$ cat config.mk
export PLATFORM = sky130hd
export DESIGN_NAME = writeback_stage_hs
export DESIGN_NICKNAME = d
export VERILOG_FILES = /design/src/rtl/writeback_stage_hs.sv
export SDC_FILE = /design/constraint.sdc
export NUM_CORES = 1
export LEC_CHECK = 0
export CAP_MARGIN = 10
export CORE_AREA = 2 2 88 99
export DETAILED_ROUTE_END_ITERATION = 6
export DIE_AREA = 0 0 90 101
export PLACE_DENSITY = 0.84
export SYNTH_ARGS = -nofsm -noshare
export SYNTH_HDL_FRONTEND = slang
export SYNTH_SLANG_ARGS = --single-unit
$ cat constraint.sdc
create_clock -name clk -period 6.15 [get_ports clk]
set_input_delay 0.9225 -clock clk [delete_from_list [all_inputs] [get_ports clk]]
set_output_delay 0.9225 -clock clk [all_outputs]
set_load 0.05 [all_outputs]
$ cat src/rtl/writeback_stage_hs.sv
`default_nettype none
// ============================================================================
// Module   : writeback_stage_hs
// Purpose  : Pipeline writeback stage with load-data alignment, flush handling
//            and discard tracking for in-flight load responses.
// Revision : 1.0 - initial release
// ============================================================================
module writeback_stage_hs #(
    parameter int DATA_W   = 32,
    parameter int REG_AW   = 5,
    parameter int ZERO_REG = 1
) (
    input  logic              clk,
    input  logic              reset,
    input  logic              ms_valid,
    input  logic              ms_wen,
    input  logic [REG_AW-1:0] ms_regsrc,
    input  logic [DATA_W-1:0] ms_alu_result,
    input  logic              ms_is_load,
    input  logic [2:0]        ms_load_type,
    output logic              ws_allowin,
    input  logic              flush,
    input  logic [DATA_W-1:0] dram_rdata,
    input  logic              dram_data_ok,
    output logic              wb_wen,
    output logic [REG_AW-1:0] wb_regsrc,
    output logic [DATA_W-1:0] wb_regwdata,
    output logic              fwd_busy,
    output logic [REG_AW-1:0] fwd_regsrc
);

    localparam int c_off_w = $clog2(DATA_W / 8);
    localparam int c_word_mask_i = (1 << c_off_w) - 4;
    localparam logic [c_off_w-1:0] c_half_mask = {{(c_off_w-1){1'b1}}, 1'b0};
    localparam logic [c_off_w-1:0] c_word_mask = c_word_mask_i[c_off_w-1:0];

    localparam logic [1:0] c_st_empty = 2'd0;
    localparam logic [1:0] c_st_wait  = 2'd1;
    localparam logic [1:0] c_st_done  = 2'd2;

    localparam logic [2:0] c_lt_lb  = 3'd1;
    localparam logic [2:0] c_lt_lbu = 3'd2;
    localparam logic [2:0] c_lt_lh  = 3'd3;
    localparam logic [2:0] c_lt_lhu = 3'd4;

    logic [1:0]        r_state;
    logic              r_discard;
    logic              r_wen;
    logic [REG_AW-1:0] r_regsrc;
    logic [DATA_W-1:0] r_alu_result;
    logic              r_is_load;
    logic [2:0]        r_load_type;
    logic [DATA_W-1:0] r_load_data;

    logic              w_accept;
    logic              w_done;
    logic [c_off_w-1:0] w_off;
    logic [c_off_w+2:0] w_byte_sel;
    logic [c_off_w+2:0] w_half_sel;
    logic [c_off_w+2:0] w_word_sel;
    logic [7:0]        w_byte;
    logic [15:0]       w_half;
    logic [31:0]       w_word;
    logic [DATA_W-1:0] w_aligned;

    // Offset comes from the latched address: the response arrives cycles later.
    assign w_off      = r_alu_result[c_off_w-1:0];
    assign w_byte_sel = {w_off, 3'b000};
    assign w_half_sel = {w_off & c_half_mask, 3'b000};
    assign w_word_sel = {w_off & c_word_mask, 3'b000};
    assign w_byte     = dram_rdata[w_byte_sel +: 8];
    assign w_half     = dram_rdata[w_half_sel +: 16];
    assign w_word     = dram_rdata[w_word_sel +: 32];

    always_comb begin
        w_aligned = DATA_W'($signed(w_word));
        case (r_load_type)
            c_lt_lb:  w_aligned = DATA_W'($signed(w_byte));
            c_lt_lbu: w_aligned = DATA_W'(w_byte);
            c_lt_lh:  w_aligned = DATA_W'($signed(w_half));
            c_lt_lhu: w_aligned = DATA_W'(w_half);
            default:  w_aligned = DATA_W'($signed(w_word));
        endcase
    end

    assign ws_allowin = !reset && !r_discard &&
                        ((r_state == c_st_empty) || (r_state == c_st_done));
    assign w_accept   = ms_valid && ws_allowin && !flush;
    assign w_done     = !reset && (r_state == c_st_done);

    assign wb_wen      = w_done && r_wen && !flush &&
                         !((ZERO_REG != 0) && (r_regsrc == '0));
    assign wb_regsrc   = w_done ? r_regsrc : '0;
    assign wb_regwdata = w_done ? (r_is_load ? r_load_data : r_alu_result) : '0;
    assign fwd_busy    = !reset && (r_state == c_st_wait);
    assign fwd_regsrc  = (!reset && (r_state != c_st_empty)) ? r_regsrc : '0;

    always_ff @(posedge clk) begin
        if (reset) begin
            r_state   <= c_st_empty;
            r_discard <= 1'b0;
            r_wen     <= 1'b0;
            r_regsrc  <= '0;
            r_is_load <= 1'b0;
        end else begin
            case (r_state)
                c_st_wait: begin
                    if (flush) begin
                        r_state <= c_st_empty;
                        // A response landing with the flush is consumed here,
                        // so no later orphan response needs to be dropped.
                        if (!dram_data_ok) r_discard <= 1'b1;
                    end else if (dram_data_ok) begin
                        r_load_data <= w_aligned;
                        r_state     <= c_st_done;
                    end
                end
                default: begin
                    if (r_discard && dram_data_ok) r_discard <= 1'b0;
                    if (w_accept) begin
                        r_wen        <= ms_wen;
                        r_regsrc     <= ms_regsrc;
                        r_alu_result <= ms_alu_result;
                        r_is_load    <= ms_is_load;
                        r_load_type  <= ms_load_type;
                        r_state      <= ms_is_load ? c_st_wait : c_st_done;
                    end else begin
                        r_state <= c_st_empty;
                    end
                end
            endcase
        end
    end

endmodule
`default_nettype wire
==> impl_metrics.prom <==
# TYPE chip_impl_metric gauge
chip_impl_metric{name="sw_frac_of_total",unit=""} 0.227
chip_impl_metric{name="fillerInstances",unit=""} 646
chip_impl_metric{name="post_synth_num_cell_types",unit=""} 54
chip_impl_metric{name="synth-compound-area-share",unit=""} 0.171
chip_impl_metric{name="async_flop_share",unit=""} 0
chip_impl_metric{name="fmaxAchievable",unit="MHz"} 223
chip_impl_metric{name="rrSetupSlack",unit="ps"} 3790
chip_impl_metric{name="synthesized_cell_area",unit="um^2"} 4020
chip_impl_metric{name="setup_violations",unit=""} 0
chip_impl_info{name="cts_tree",value="yes"} 1
chip_impl_metric{name="seq_power_share",unit=""} 0.527
chip_impl_metric{name="h-tree-depth",unit=""} 3
chip_impl_metric{name="setup-tns-final",unit="ps"} 0
chip_impl_info{name="outcome",value="completed"} 1
chip_impl_info{name="grt_setup_unrepaired",value="no"} 1
chip_impl_metric{name="fin_skew",unit="ps"} 11.8
chip_impl_metric{name="hold_path_depth",unit=""} 2
chip_impl_metric{name="clock_tree.buffer_depth",unit=""} 2
chip_impl_metric{name="cts_made_buffers",unit=""} 9
chip_impl_metric{name="route.detailed.wl_per_inst",unit="um"} 17.1
chip_impl_metric{name="num_vias",unit=""} 3282
chip_impl_metric{name="die_y",unit="um"} 101
chip_impl_info{name="mostFrequentLayoutCell",value="sky130_fd_sc_hd__clkdlybuf4s50_1"} 1
chip_impl_info{name="cts_root_buf",value="sky130_fd_sc_hd__clkbuf_8"} 1
chip_impl_metric{name="synth_enable_flop_cells",unit=""} 67
chip_impl_metric{name="post_cts.repair.setup_buffers",unit=""} 0
chip_impl_metric{name="clkSlewWorstSetupHoldPaths",unit="ps"} 80
chip_impl_metric{name="core.rowCount",unit=""} 35
chip_impl_metric{name="initialDrtViolationCount",unit=""} 218
chip_impl_metric{name="gp_routability_congestion",unit=""} 0.873
chip_impl_metric{name="drt_wirelength",unit="um"} 9880
chip_impl_metric{name="wire_length_of_the_first_global_routing_pass",unit="um"} 15400
chip_impl_info{name="min_from",value="r_wen$_SDFFE_PP0P_"} 1
chip_impl_info{name="dominant_combinational_cell_family_by_area_after_synthesis",value="compound AO/OA/AOI/OAI gates"} 1
chip_impl_metric{name="synth_fp_nets",unit=""} 427
chip_impl_metric{name="synth-simple-area-share",unit=""} 0.145
chip_impl_metric{name="post_cts_resize_count",unit=""} 0
chip_impl_metric{name="power-per-cell-area",unit="nW/um^2"} 204
chip_impl_metric{name="power_frac_comb",unit=""} 0.121
chip_impl_metric{name="ant_nets",unit=""} 0
chip_impl_metric{name="synth_sequential_area_ratio",unit=""} 0.551
chip_impl_metric{name="critPathMaxFanout",unit=""} 21
chip_impl_info{name="regToRegStartpoint",value="r_load_type[2]$_DFFE_PP_"} 1
chip_impl_metric{name="starting_density_of_the_core",unit=""} 0.493
chip_impl_metric{name="clk-insertion-delay-late",unit="ps"} 360
chip_impl_metric{name="area_delta_synth_final",unit="%"} 36.4
chip_impl_metric{name="power.static_leakage",unit="nW"} 1.90
chip_impl_metric{name="core_region_area",unit="um^2"} 8150
chip_impl_metric{name="cts.sinks",unit=""} 77
chip_impl_metric{name="final_util",unit=""} 0.672
chip_impl_metric{name="muxShareOfSynthArea",unit=""} 0.0907
chip_impl_metric{name="slew_worst_pin",unit="ps"} 1020
chip_impl_metric{name="globalRouteOverflowTotal",unit=""} 0
chip_impl_metric{name="worstPathRequired",unit="ps"} 5230
chip_impl_metric{name="cellInternalPower",unit="mW"} 0.865
chip_impl_metric{name="critPathArrivalTime",unit="ps"} 3560
chip_impl_info{name="worstSetupEndpointType",value="primary output"} 1
chip_impl_metric{name="postSynthRegisterBits",unit=""} 77
chip_impl_metric{name="clkPwrFrac",unit=""} 0.353
chip_impl_metric{name="first_global_vias",unit=""} 3138
chip_impl_info{name="ys_dominant_reg_cell",value="sky130_fd_sc_hd__edfxtp_1"} 1
chip_impl_metric{name="number_of_antenna_violations_at_the_first_check_in_global_routing",unit=""} 0
chip_impl_metric{name="dr.pass1.iters",unit=""} 5
chip_impl_metric{name="die_width",unit="um"} 90
chip_impl_metric{name="grt_max_degree",unit=""} 44
chip_impl_metric{name="yosys.area_share.xor_xnor",unit=""} 0.00405
chip_impl_metric{name="route.detailed.vias_per_inst",unit=""} 5.67
chip_impl_metric{name="dp.final_hpwl",unit="um"} 7150
chip_impl_metric{name="final-hold-violation-count",unit=""} 0
chip_impl_metric{name="ys_warn_count",unit=""} 0
chip_impl_metric{name="switchingPower",unit="mW"} 0.254
chip_impl_metric{name="numPortBuffers",unit=""} 123
chip_impl_metric{name="design.die.area",unit="um^2"} 9090
chip_impl_info{name="crit_type",value="in -> out"} 1
chip_impl_info{name="crit_path_start_kind",value="primary input"} 1
chip_impl_metric{name="cts-hold-fix-buffers",unit=""} 0
chip_impl_info{name="hold_path_end",value="r_wen$_SDFFE_PP0P_"} 1
chip_impl_metric{name="max-vdd-ir-drop",unit="uV"} 112
chip_impl_metric{name="period_share",unit=""} 0.728
chip_impl_metric{name="gr-usage-all-layers",unit=""} 0.218
chip_impl_metric{name="finalMaxSlewViolations",unit=""} 0
chip_impl_info{name="hold_path_class",value="reg -> reg"} 1
chip_impl_metric{name="layout_cells_sized_above_1",unit=""} 0.0726
chip_impl_metric{name="final_nets",unit=""} 542
chip_impl_metric{name="maxCapViolCount",unit=""} 0
chip_impl_metric{name="synth-adder-area-share",unit=""} 0
chip_impl_metric{name="synthesis.area_per_instance",unit="um^2"} 11.5
chip_impl_metric{name="number_of_top_level_pins",unit=""} 124
chip_impl_metric{name="r2r_cells",unit=""} 4
chip_impl_metric{name="maxSlewHeadroom",unit=""} 0.320
chip_impl_info{name="worstReg2RegEnd",value="r_load_data[2]$_DFFE_PP_"} 1
chip_impl_metric{name="drt_drc_violations_left",unit=""} 0
chip_impl_info{name="layout.cells.most_common_list",value="sky130_fd_sc_hd__clkdlybuf4s50_1 (123), sky130_fd_sc_hd__edfxtp_1 (67), sky130_fd_sc_hd__nor2_1 (45)"} 1
chip_impl_metric{name="antenna_cells",unit=""} 0
chip_impl_metric{name="synthesized_instance_count",unit=""} 348
chip_impl_metric{name="min_tclk_post_route",unit="ps"} 4480
metal layers:
metal  wire (um)  track usage
met1        4030        0.263
met2        5010        0.377
met3         656       0.0561
met4         180       0.0911
met5           0            0
sequential cells by signal, indices dropped and copies added (netlist names):
| register | cells |
|---|---|
| r_discard | 1 |
| r_load_data | 32 |
| r_is_load | 1 |
| r_regsrc | 5 |
| r_state | 2 |
| r_wen | 1 |
| r_alu_result | 32 |
| r_load_type | 3 |
critical path: stages:
cell and delay, ps:
sky130_fd_sc_hd__clkdlybuf4s50_1 660, sky130_fd_sc_hd__nor2_1 340, sky130_fd_sc_hd__nand2_1 330, sky130_fd_sc_hd__buf_4 320
sky130_fd_sc_hd__nor2_1 150, sky130_fd_sc_hd__clkdlybuf4s50_1 820
kinds of logic (layout without fill, tap and decap cells):
kind of cell    after synthesis  in the layout
simple gates                118            118
xor+xnor                      1              1
flops                        77             77
buf+inv                      26            146
compound gates               91             91
mux                          35             35
how the worst max path moves through the flow:
stage,from,to,cells after the start
global placement,reset,wb_regwdata[6],6
CTS,reset,wb_regwdata[1],6
global route,reset,wb_regwdata[3],6
detailed placement,reset,wb_regwdata[1],6
floorplan,reset,wb_wen,3
finish,reset,wb_regwdata[1],6
power by group through the flow:
| stage | Clock, mW | Combinational [mW] | Sequential, mW |
|---|---|---|---|
| 3_5_place_dp | 0 | 0.134 | 0.601 |
| 5_1_grt | 0.420 | 0.145 | 0.591 |
| 2_1_floorplan | 0 | 0.0690 | 0.594 |
| 3_3_place_gp | 0 | 0.132 | 0.601 |
| 4_1_cts | 0.400 | 0.135 | 0.589 |
| 6_report | 0.395 | 0.135 | 0.590 |
cells in the mapped netlist, types with 7 or more instances:
master | instances | area (um^2)
sky130_fd_sc_hd__buf_2 | 9 | 45.0
sky130_fd_sc_hd__o21ai_0 | 10 | 50.1
sky130_fd_sc_hd__a21o_1 | 16 | 120
sky130_fd_sc_hd__and3_1 | 7 | 43.8
sky130_fd_sc_hd__mux2i_1 | 33 | 330
sky130_fd_sc_hd__edfxtp_1 | 67 | 2010
sky130_fd_sc_hd__a22oi_1 | 7 | 52.6
sky130_fd_sc_hd__nor2_1 | 46 | 173
sky130_fd_sc_hd__dfxtp_1 | 10 | 200
sky130_fd_sc_hd__nand2_1 | 33 | 124
sky130_fd_sc_hd__a221o_1 | 12 | 120
sky130_fd_sc_hd__a21oi_1 | 13 | 65.1
sky130_fd_sc_hd__o21ai_1 | 7 | 35.0
layout make-up:
| type | count | area [um^2] | share of cell area |
|---|---|---|---|
| clock buffer | 13 | 159 | 0.0290 |
| clock inverter | 3 | 45.0 | 0.00822 |
| inverter | 4 | 15.0 | 0.00274 |
| multi-input combinational | 245 | 1650 | 0.302 |
| sequential | 77 | 2210 | 0.404 |
| tap | 111 | 139 | 0.0254 |
| timing repair buffer | 126 | 1250 | 0.229 |
metrics by stage:
step	worst slack, ps	hold WS [ps]	area [um^2]	instances	power, mW
floorplan	2300	432	4020	348	0.663
global placement	1750	445	5270	563	0.733
detailed placement	1670	445	5270	563	0.735
CTS	1660	457	5480	579	1.12
global route	1470	509	5480	579	1.16
finish	1670	459	5480	579	1.12
Note: power is estimated with default switching activity, not from simulation.
